==> src/rtl/dap_swj_pins_ctrl.sv <==
// DAP_SWJ_Pins controller: AHB register window plus the pin drive / wait / done sequencer.
// Optional feature macro: DAP_SWJ_PINS_WAIT_EN enables PINS_WAIT and the pin-match wait with timeout.
module dap_swj_pins_ctrl #(
  parameter int unsigned ADDRWIDTH    = 12,
  parameter int unsigned BASE_ADDR    = 0,
  parameter int unsigned JTAG_DEV_NUM = 8
) (
  input  logic                 clk,
  input  logic                 resetn,
  input  logic                 us_tick,
  input  logic                 ahb_write_en,
  input  logic [ADDRWIDTH-1:0] ahb_addr,
  input  logic [31:0]          ahb_wdata,
  input  logic [3:0]           ahb_byte_strobe,
  output logic [31:0]          ahb_rdata,
  input  logic                 start,
  output logic                 done,
  output logic                 SWCLK_TCK_O,
  output logic                 SWDIO_TMS_O,
  output logic                 TDI_O,
  output logic                 TRST_O,
  output logic                 SRST_O,
  input  logic                 SWDIO_TMS_I,
  input  logic                 SWO_TDO_I,
  input  logic                 TRST_I,
  input  logic                 SRST_I
);

  localparam int unsigned AW = ADDRWIDTH - 2;
`ifdef DAP_SWJ_PINS_WAIT_EN
  localparam int unsigned WAIT_W   = 22;
  localparam logic [31:0] WAIT_MAX = 32'd3000000;
  localparam logic [7:0]  PIN_MASK = 8'hAF;
`endif

  typedef enum logic [1:0] {S_IDLE, S_APPLY, S_WAIT, S_DONE} state_e;

  state_e              state_q, state_d;
  logic [31:0]         swj_cr_q, swj_cr_d;
  logic [8:0]          swd_cr_q, swd_cr_d;
  logic [4:0]          jtag_cr_q, jtag_cr_d;
  logic [15:0]         pins_cr_q, pins_cr_d;
  logic [31:0]         ir_q [JTAG_DEV_NUM];
  logic [31:0]         ir_d [JTAG_DEV_NUM];
`ifdef DAP_SWJ_PINS_WAIT_EN
  logic [WAIT_W-1:0]   pins_wait_q, pins_wait_d;
  logic [WAIT_W-1:0]   cnt_q, cnt_d;
  logic                match_c;
`endif
  logic [3:0]          sync1_q, sync1_d, sync2_q, sync2_d;
  logic                swclk_q, swclk_d, swdio_q, swdio_d, tdi_q, tdi_d;
  logic                trst_q, trst_d, srst_q, srst_d;
  logic                done_q, done_d, busy_q, busy_d, timeout_q, timeout_d;
  logic [7:0]          sr_pins_q, sr_pins_d;
  logic [ADDRWIDTH-1:0] offset_c;
  logic [AW-1:0]       word_c;
  logic [31:0]         rdata_c, merged_c;
  logic [7:0]          sample_c, pin_val_c, pin_sel_c;
  logic                finish_c;
  logic                unused_c;

  function automatic logic [31:0] merge_lanes(input logic [31:0] cur, input logic [31:0] wd,
                                              input logic [3:0] be);
    logic [31:0] r;
    r = cur;
    for (int b = 0; b < 4; b++) begin
      if (be[b]) r[8*b +: 8] = wd[8*b +: 8];
    end
    return r;
  endfunction

  assign offset_c  = ahb_addr - ADDRWIDTH'(BASE_ADDR);
  assign word_c    = offset_c[ADDRWIDTH-1:2];
  assign pin_val_c = pins_cr_q[7:0];
  assign pin_sel_c = pins_cr_q[15:8];
  // Output-only pins (SWCLK, TDI) sense their own drive; the rest come through the synchronisers.
  assign sample_c  = {sync2_q[3], 1'b0, sync2_q[2], 1'b0, sync2_q[1], tdi_q, sync2_q[0], swclk_q};
`ifdef DAP_SWJ_PINS_WAIT_EN
  assign match_c   = (((sample_c ^ pin_val_c) & pin_sel_c & PIN_MASK) == 8'h00);
  assign unused_c  = ^offset_c[1:0];
`else
  assign unused_c  = ^{offset_c[1:0], us_tick};
`endif

  // Register read mux; unimplemented bits and holes read zero.
  always_comb begin
    rdata_c = '0;
    case (word_c)
      AW'(0): rdata_c = swj_cr_q;
      AW'(1): rdata_c = {23'h0, swd_cr_q};
      AW'(2): rdata_c = {27'h0, jtag_cr_q};
      AW'(3): rdata_c = {16'h0, pins_cr_q};
`ifdef DAP_SWJ_PINS_WAIT_EN
      AW'(4): rdata_c = {10'h0, pins_wait_q};
`endif
      AW'(5): rdata_c = {22'h0, timeout_q, busy_q, sr_pins_q};
      default: begin
        for (int unsigned n = 0; n < JTAG_DEV_NUM; n++) begin
          if (word_c == AW'(8 + n)) rdata_c = ir_q[n];
        end
      end
    endcase
  end

  // Byte-lane register writes with clamping; pin command registers frozen while busy.
  always_comb begin
    swj_cr_d  = swj_cr_q;
    swd_cr_d  = swd_cr_q;
    jtag_cr_d = jtag_cr_q;
    pins_cr_d = pins_cr_q;
    ir_d      = ir_q;
`ifdef DAP_SWJ_PINS_WAIT_EN
    pins_wait_d = pins_wait_q;
`endif
    merged_c  = merge_lanes(rdata_c, ahb_wdata, ahb_byte_strobe);
    if (ahb_write_en) begin
      case (word_c)
        AW'(0): swj_cr_d = merged_c;
        AW'(1): swd_cr_d = merged_c[8:0];
        AW'(2): jtag_cr_d = (merged_c > 32'(JTAG_DEV_NUM)) ? 5'(JTAG_DEV_NUM) : merged_c[4:0];
        AW'(3): if (!busy_q) pins_cr_d = merged_c[15:0];
`ifdef DAP_SWJ_PINS_WAIT_EN
        AW'(4): if (!busy_q) pins_wait_d = (merged_c > WAIT_MAX) ? WAIT_W'(WAIT_MAX)
                                                                   : merged_c[WAIT_W-1:0];
`endif
        default: begin
          for (int unsigned n = 0; n < JTAG_DEV_NUM; n++) begin
            if (word_c == AW'(8 + n)) ir_d[n] = merged_c;
          end
        end
      endcase
    end
  end

  // Sequencer; pin drive and counter load are registered on the IDLE->APPLY edge.
  always_comb begin
    state_d   = state_q;
    done_d    = 1'b0;
    busy_d    = busy_q;
    timeout_d = timeout_q;
    sr_pins_d = sr_pins_q;
    swclk_d   = swclk_q;
    swdio_d   = swdio_q;
    tdi_d     = tdi_q;
    trst_d    = trst_q;
    srst_d    = srst_q;
    sync1_d   = {SRST_I, TRST_I, SWO_TDO_I, SWDIO_TMS_I};
    sync2_d   = sync1_q;
    finish_c  = 1'b0;
`ifdef DAP_SWJ_PINS_WAIT_EN
    cnt_d     = cnt_q;
`endif
    case (state_q)
      S_IDLE: begin
        if (start) begin
          state_d   = S_APPLY;
          busy_d    = 1'b1;
          timeout_d = 1'b0;
          if (pin_sel_c[0]) swclk_d = pin_val_c[0];
          if (pin_sel_c[1]) swdio_d = pin_val_c[1];
          if (pin_sel_c[2]) tdi_d   = pin_val_c[2];
          if (pin_sel_c[5]) trst_d  = pin_val_c[5];
          if (pin_sel_c[7]) srst_d  = pin_val_c[7];
`ifdef DAP_SWJ_PINS_WAIT_EN
          cnt_d     = pins_wait_q;
`endif
        end
      end
      S_APPLY: state_d = S_WAIT;
      S_WAIT: begin
`ifdef DAP_SWJ_PINS_WAIT_EN
        // Match wins over a coincident final tick.
        if (cnt_q == '0 || match_c) begin
          finish_c = 1'b1;
        end else if (us_tick) begin
          cnt_d = cnt_q - WAIT_W'(1);
          if (cnt_q == WAIT_W'(1)) begin
            finish_c  = 1'b1;
            timeout_d = 1'b1;
          end
        end
`else
        finish_c = 1'b1;
`endif
      end
      S_DONE:  state_d = S_IDLE;
      default: state_d = S_IDLE;
    endcase
    if (finish_c) begin
      state_d   = S_DONE;
      done_d    = 1'b1;
      busy_d    = 1'b0;
      sr_pins_d = sample_c;
    end
  end

  always_ff @(posedge clk or negedge resetn) begin
    if (!resetn) begin
      state_q   <= S_IDLE;
      swj_cr_q  <= '0;
      swd_cr_q  <= '0;
      jtag_cr_q <= '0;
      pins_cr_q <= '0;
      for (int unsigned n = 0; n < JTAG_DEV_NUM; n++) ir_q[n] <= '0;
`ifdef DAP_SWJ_PINS_WAIT_EN
      pins_wait_q <= '0;
      cnt_q       <= '0;
`endif
      sync1_q   <= '0;
      sync2_q   <= '0;
      swclk_q   <= 1'b0;
      swdio_q   <= 1'b1;
      tdi_q     <= 1'b1;
      trst_q    <= 1'b1;
      srst_q    <= 1'b1;
      done_q    <= 1'b0;
      busy_q    <= 1'b0;
      timeout_q <= 1'b0;
      sr_pins_q <= '0;
    end else begin
      state_q   <= state_d;
      swj_cr_q  <= swj_cr_d;
      swd_cr_q  <= swd_cr_d;
      jtag_cr_q <= jtag_cr_d;
      pins_cr_q <= pins_cr_d;
      ir_q      <= ir_d;
`ifdef DAP_SWJ_PINS_WAIT_EN
      pins_wait_q <= pins_wait_d;
      cnt_q       <= cnt_d;
`endif
      sync1_q   <= sync1_d;
      sync2_q   <= sync2_d;
      swclk_q   <= swclk_d;
      swdio_q   <= swdio_d;
      tdi_q     <= tdi_d;
      trst_q    <= trst_d;
      srst_q    <= srst_d;
      done_q    <= done_d;
      busy_q    <= busy_d;
      timeout_q <= timeout_d;
      sr_pins_q <= sr_pins_d;
    end
  end

  assign ahb_rdata   = rdata_c;
  assign done        = done_q;
  assign SWCLK_TCK_O = swclk_q;
  assign SWDIO_TMS_O = swdio_q;
  assign TDI_O       = tdi_q;
  assign TRST_O      = trst_q;
  assign SRST_O      = srst_q;

endmodule

==> config.mk <==
export PLATFORM = sky130hd
export DESIGN_NAME = dap_swj_pins_ctrl
export DESIGN_NICKNAME = d
export VERILOG_FILES = /design/src/rtl/dap_swj_pins_ctrl.sv
export SDC_FILE = /design/constraint.sdc
export NUM_CORES = 1
export LEC_CHECK = 0
export ABC_AREA = 1
export BUFFER_PORTS_ARGS = -buffer_cell sky130_fd_sc_hd__buf_4
export CAP_MARGIN = 20
export CORE_ASPECT_RATIO = 1.2
export CORE_MARGIN = 4
export CORE_UTILIZATION = 30
export CTS_BUF_LIST = sky130_fd_sc_hd__clkbuf_8
export DETAILED_ROUTE_END_ITERATION = 12
export PLACE_DENSITY_LB_ADDON = 0.12
export SYNTH_ARGS = -nofsm -noshare
export SYNTH_HDL_FRONTEND = slang
export SYNTH_SLANG_ARGS = --single-unit
==> constraint.sdc <==
create_clock -name clk -period 1.8 [get_ports clk]
set_input_delay 0 -clock clk [delete_from_list [all_inputs] [get_ports clk]]
set_output_delay 0 -clock clk [all_outputs]
set_load 0.01 [all_outputs]
==> impl_metrics.toml, run 1 <==
[cts]
cts-root-buf = "clkbuf_8"
numCtsBuffers = 68
clk_path_buf_depth = 3
insertion_delay_ns = 0.65
cts_tree = "built"
clkSinkCount = 341
htreeDepth = 3
cts.clk_slew.worst_paths_ns = 0.06

[global_route]
grt_util_met2_pct = 39.8
grt_util_met3_pct = 2.79
grt_usage_pct = 23.0
gr-max-usage-layer = "met2"
grt_pass1_vias = 17400
antenna_found_initial = 1
grt_first_pass_wirelength_mm = 107
grt_max_degree = 55
use_met1_pct = 29.8
overflow = 0

[routing]
num_vias = 17300
routed_wl_mm = 72.6
ant_nets = 0
avgRoutedWirePerCell_um = 20.9
first_pass_iters = 5
first_iter_violations = 1072
vias_per_cell = 4.99
drc_errors = 0

[place]
preCtsSetupSlack_ns = -0.861
dp.cells = 3203
gp_congestion = 0.894
port_buffers = 91
dpl.hpwl_mm = 51.5

[timing]
max_freq_mhz = 431
hold_viol = 0
skew_ns = 0.0318
setup_viol = 121
slew_violations = 0
rsz0062_at_grt = "true"
finalCriticalPeriod_ns = 2.32
min_period_over_period_pct = 129
worstMarginPinSlew_ns = 0.620
timing.final.ws_setup_ns = -0.518
holdWs_ns = 0.0656
slew_headroom_pct = 58.6

[run]
cap_violations = 0

[worst_setup_path]
regToRegSetupSlack_ns = -0.38
path_common_cell = "o211ai_1"
crit_arrival_ns = 2.32
cpPeakStageDelay_ns = 0.39
cp_slowest_cell = "dfrtp_1"
critical_path_required_ns = 1.80
crit_buf_inv = 3
path_class = "reg2out"
cp-start-kind = "flop"
critPathMaxFanout = 2
crit_path_end_kind = "primary output"
path_cells = "buf_6 > nand3_2 > nand3_2 > o211ai_1 > inv_1 > o22ai_1 > nand2_1 > o211ai_1 > o211ai_1 > o211ai_1 > nand2_2 > buf_6"
critPathTopFamily = "compound AO/OA/AOI/OAI gates"

[logic_synthesis]
ys_warn_count = 0
synth_cell_types = 48
avgSynthCellArea_um2 = 7.88
synth_nets = 2241
ys_ff_latch = 341
syn-instance-count = 2180
syn-cell-area_um2 = 17200
synth_seq_area_share_pct = 49.7

[pwr]
p_leak_uw = 0.0128
clockPowerShare_pct = 43.6
combPwrFrac_pct = 12.3
switching_share_pct = 27.8
switchingPower_uw = 5140
vdd_drop_max_uv = 531
seq_power_share_pct = 44.1
p_int_uw = 13400
pwr_density_cell_nw_per_um2 = 714

[final_layout]
mostFrequentLayoutCells = "nand2_1, buf_4, dfrtp_1, o21ai_0, inv_1"
fin_nets = 2754
instances_no_fill = 3472
layout_commonest_cell = "nand2_1"
syn_to_final_growth_pct = 50.9
drive_gt1_share_pct = 40.0

[floorplanning]
die_w_um = 227
rows = 95
die_h_um = 270
core_um2 = 56300
start_util_pct = 30.5
boundaryPins = 95
die-area_um2 = 61200

[outcome]
violations = "negative setup slack"
outcome = "complete, but fails checks"

[worst_hold_path]
hold_path.class = "in2async"
==> cell usage after synthesis (all sizes together) <==
cell type / number / area share, %
inv: 203 / 4.5
nor2: 160 / 4.1
nand3: 187 / 6.0
o221ai: 7 / 0.36
dfrtp: 337 / 49
a31o: 1 / 0.051
nor4: 3 / 0.22
a211oi: 2 / 0.087
or2: 23 / 0.84
and2: 1 / 0.036
o21ai: 318 / 9.3
nor3: 16 / 0.55
nand4: 44 / 1.6
a21boi: 3 / 0.13
o22ai: 21 / 0.76
nand2: 617 / 14
a21oi: 62 / 1.9
o21a: 19 / 0.83
clkinv: 1 / 0.022
ha: 4 / 0.29
clkbuf: 65 / 1.4
o211ai: 24 / 1.0
mux2: 5 / 0.33
o2111ai: 1 / 0.051
dfstp: 4 / 0.61
buf: 50 / 1.8
nand3b: 1 / 0.044
a31oi: 1 / 0.036
==> flip-flops by register name (all words and copies together), names as in the netlist, 2 cells and up <==
name       count
ir_q         256
jtag_cr_q      5
pins_cr_q     16
sr_pins_q      6
state_q        2
swd_cr_q       9
swj_cr_q      32
sync1_q        4
sync2_q        4
==> kinds of logic (layout without fill, tap and decap cells) <==
kind of cell / count (synthesis) / after routing / share of synthesized area, %
other cells: 0 / 1 / 0
buf+inv: 319 / 882 / 7.72
fa+ha+maj: 4 / 4 / 0.291
mux: 5 / 5 / 0.328
simple gates: 1052 / 1053 / 27.5
compound gates: 459 / 459 / 14.5
flops: 341 / 341 / 49.7
==> what timing repair did <==
| action | 4_1_cts | 5_1_grt |
|---|---|---|
| hold buffers | 47 | 0 |
| setup buffers | 44 | 76 |
| setup endpoints to repair | 169 | 223 |
| endpoints found under the hold margin | 556 | 0 |
| pin swaps | 161 | 207 |
| gates cloned | 1 | 2 |
| resized for setup | 341 | 347 |
==> final timing paths <==
check,start,to,cells past startpoint
min in group clk,ahb_byte_strobe[1],jtag_cr_q[1],9
hold / removal,resetn,SWDIO_TMS_O,2
setup / recovery,ir_q[211],ahb_rdata[19],12
max in group asynchronous,resetn,SRST_O,3
setup reg to reg,ir_q[211],jtag_cr_q[3],16
hold reg to reg,sync1_q[2],sync2_q[2],0
==> per-stage QoR <==
step	setup TNS (ns)	power (µW)	cell area, µm²	util (%)
floorplan	0	9060	17200	-
global placement	-180.61	10100	21000	37.3
detailed placement	-188.90	10200	21000	37.3
CTS	-21.87	18600	24200	43.0
global route	-26.60	19400	25900	46.1
finish	-16.36	18500	25900	46.1
==> layer usage <==
metal	up-vias	part of all wire, %
li1	8220	-
met1	8538	43
met2	433	51
met3	120	3.8
met4	0	2.9
met5	-	0
==> layout make-up <==
| type | count | area, µm² |
|---|---|---|
| Fill cell | 5608 | 30400 |
| Multi-Input combinational cell | 1521 | 9050 |
| Sequential cell | 341 | 8540 |
| Timing Repair Buffer | 557 | 5270 |
| Clock buffer | 82 | 1130 |
| Tap cell | 727 | 910 |
| Inverter | 204 | 808 |
| Clock inverter | 39 | 238 |
| Antenna cell | 1 | 2.50 |
==> power by group through the flow <==
stage | combinational, µW | sequential, µW | clock, µW
after global placement | 1870 | 8280 | 0
after detailed placement | 1890 | 8290 | 0
after CTS | 2140 | 8160 | 8330
after global routing | 2480 | 8200 | 8690
after floorplan | 777 | 8290 | 0
final | 2280 | 8170 | 8070
(Power assumes the default switching activity.)
==> run 2, diff against run 1 <==
--- a/config.mk
+++ b/config.mk
@@ -11,7 +11,7 @@
 export CORE_ASPECT_RATIO = 1.2
 export CORE_MARGIN = 4
 export CORE_UTILIZATION = 30
-export CTS_BUF_LIST = sky130_fd_sc_hd__clkbuf_8
+export CTS_BUF_LIST = sky130_fd_sc_hd__clkbuf_8 sky130_fd_sc_hd__clkbuf_16
 export DETAILED_ROUTE_END_ITERATION = 12
 export PLACE_DENSITY_LB_ADDON = 0.12
 export SYNTH_ARGS = -nofsm -noshare
==> impl_metrics.toml, run 2 (synthesized netlist as in run 1, its figures left out) <==
[outcome]
outcome = "complete, but fails checks"
violations = "negative setup slack"

[cts]
cts_tree = "built"
clkSinkCount = 341
insertion_delay_ns = 0.58
clk_path_buf_depth = 3
numCtsBuffers = 42
htreeDepth = 2
cts-root-buf = "clkbuf_16"
cts.clk_slew.worst_paths_ns = 0.06

[floorplanning]
core_um2 = 56300
start_util_pct = 30.5
die_w_um = 227
rows = 95
boundaryPins = 95
die_h_um = 270
die-area_um2 = 61200

[worst_hold_path]
hp-start = "ahb_wdata[5]"
hold_path.class = "in2reg"
hold_path_end = "ir_q[165]"
hold_depth = 6

[routing]
drc_errors = 0
ant_nets = 0
avgRoutedWirePerCell_um = 21.4
first_iter_violations = 1175
num_vias = 17200
routed_wl_mm = 73.0
first_pass_iters = 5
vias_per_cell = 5.04

[timing]
finalCriticalPeriod_ns = 2.31
timing.final.ws_setup_ns = -0.505
max_freq_mhz = 434
setup_viol = 118
hold_viol = 0
slew_headroom_pct = 58.8
min_period_over_period_pct = 128
rsz0062_at_grt = "true"
slew_violations = 0
skew_ns = 0.0213
setup_tns_ns = -13.62
worstMarginPinSlew_ns = 0.618

[worst_setup_path]
path_class = "reg2out"
critPathMaxFanout = 2
critical_path_required_ns = 1.80
cp-start-kind = "flop"
crit_arrival_ns = 2.31
reg2reg_from = "ir_q[211]"
crit_path_end_kind = "primary output"
regToRegSetupSlack_ns = -0.32
cp-startpoint = "ir_q[211]"
r2r-end = "jtag_cr_q[3]"
rr_worst_depth = 16

[pwr]
p_int_uw = 13600
pwr_density_cell_nw_per_um2 = 717
clockPowerShare_pct = 44.0
switchingPower_uw = 5020
switching_share_pct = 27.0
combPwrFrac_pct = 12.1
vdd_drop_max_uv = 641
seq_power_share_pct = 43.8
p_leak_uw = 0.0128

[global_route]
grt_util_met2_pct = 39.0
grt_usage_pct = 23.0
gr-max-usage-layer = "met2"
grt_first_pass_wirelength_mm = 106
grt_pass1_vias = 17000
grt_max_degree = 55
use_met1_pct = 29.6
grt_util_met3_pct = 3.63
antenna_found_initial = 0
overflow = 0

[final_layout]
design_area_um2 = 26000
syn_to_final_growth_pct = 51.2
num_antenna_cells = 0
top_register = "ir_q"
mostFrequentLayoutCells = "nand2_1, buf_4, dfrtp_1, o21ai_0, inv_1"
top_regs = "ir_q x256, swj_cr_q x32, pins_cr_q x16"
layout_commonest_cell = "nand2_1"
largest_reg_flops = 256
fin_nets = 2719
drive_gt1_share_pct = 40.1

[place]
dpl.hpwl_mm = 51.5
port_buffers = 91
dpl-instance-area_um2 = 21000
gp_congestion = 0.894
preCtsSetupSlack_ns = -0.861

[run]
cap_violations = 0
-- run 2: cell count changes in the layout (fill, tap and decap cells not counted), sizes merged --
cell / previous run / this run
dlygate4sd3: 46 / 32
inv: 235 / 216
diode: 1 / 0
clkbuf: 83 / 56
clkinvlp: 3 / 1
bufinv: 2 / 0
clkinv: 3 / 9
buf: 510 / 512
-- run 2: through the flow --
stage	hold slack (ns)	util [%]	power, µW	cells
6_report	0.00624	46.1	18600	3415
5_1_grt	0.0124	46.1	19300	3415
3_3_place_gp	-0.0324	37.3	10100	3203
3_5_place_dp	-0.0349	37.3	10200	3203
4_1_cts	0.00122	42.9	18700	3350
2_1_floorplan	-0.296	-	9060	2180
-- run 2: timing repair --
action	CTS	global route
pin swaps	153	165
setup buffers	46	77
hold endpoints to repair	396	2
hold buffers	32	1
setup endpoints to repair	193	221
gates resized for setup	359	396
cloned	3	3
-- run 2: layout make-up --
cell class | instances | area (µm²)
repair buffers | 547 | 5330
inverters | 204 | 813
repair inverters | 1 | 6.26
clock inverters | 21 | 109
multi-input cells | 1521 | 9090
clock buffers | 53 | 1200
fillers | 5563 | 30300
flip-flops and latches | 341 | 8540
well taps | 727 | 910
-- run 2: layer usage --
layer / up-vias / share of wire (%)
met5: - / 0
met4: 0 / 3.6
met3: 134 / 4.4
met2: 436 / 50
met1: 8504 / 43
li1: 8143 / -
-- run 2: power groups by stage --
stage	Clock, µW	Combinational, µW	Sequential [µW]
final	8210	2260	8160
after global routing	8690	2460	8190
after CTS	8410	2130	8160
after detailed placement	0	1890	8290
after global placement	0	1870	8280
after floorplan	0	777	8290
-- run 2: critical path: stages (launching register included) --
cell and delay (ns):
dfrtp_1 0.39, buf_6 0.12, nand3_2 0.06, nand3_2 0.08
o211ai_1 0.09, inv_1 0.06, o22ai_1 0.11, nand2_1 0.07
o211ai_1 0.15, o211ai_1 0.18, o211ai_1 0.14, nand2_2 0.13
buf_6 0.14
-- run 2: how the worst max path moves through the flow --
stage / endpoint / slack [ns]
6_report: ahb_rdata[19] / -0.51
3_3_place_gp: jtag_cr_q[3] / -0.86
4_1_cts: ahb_rdata[19] / -0.51
3_5_place_dp: jtag_cr_q[0] / -0.86
2_1_floorplan: jtag_cr_q[3] / 0.008
5_1_grt: ahb_rdata[26] / -0.54
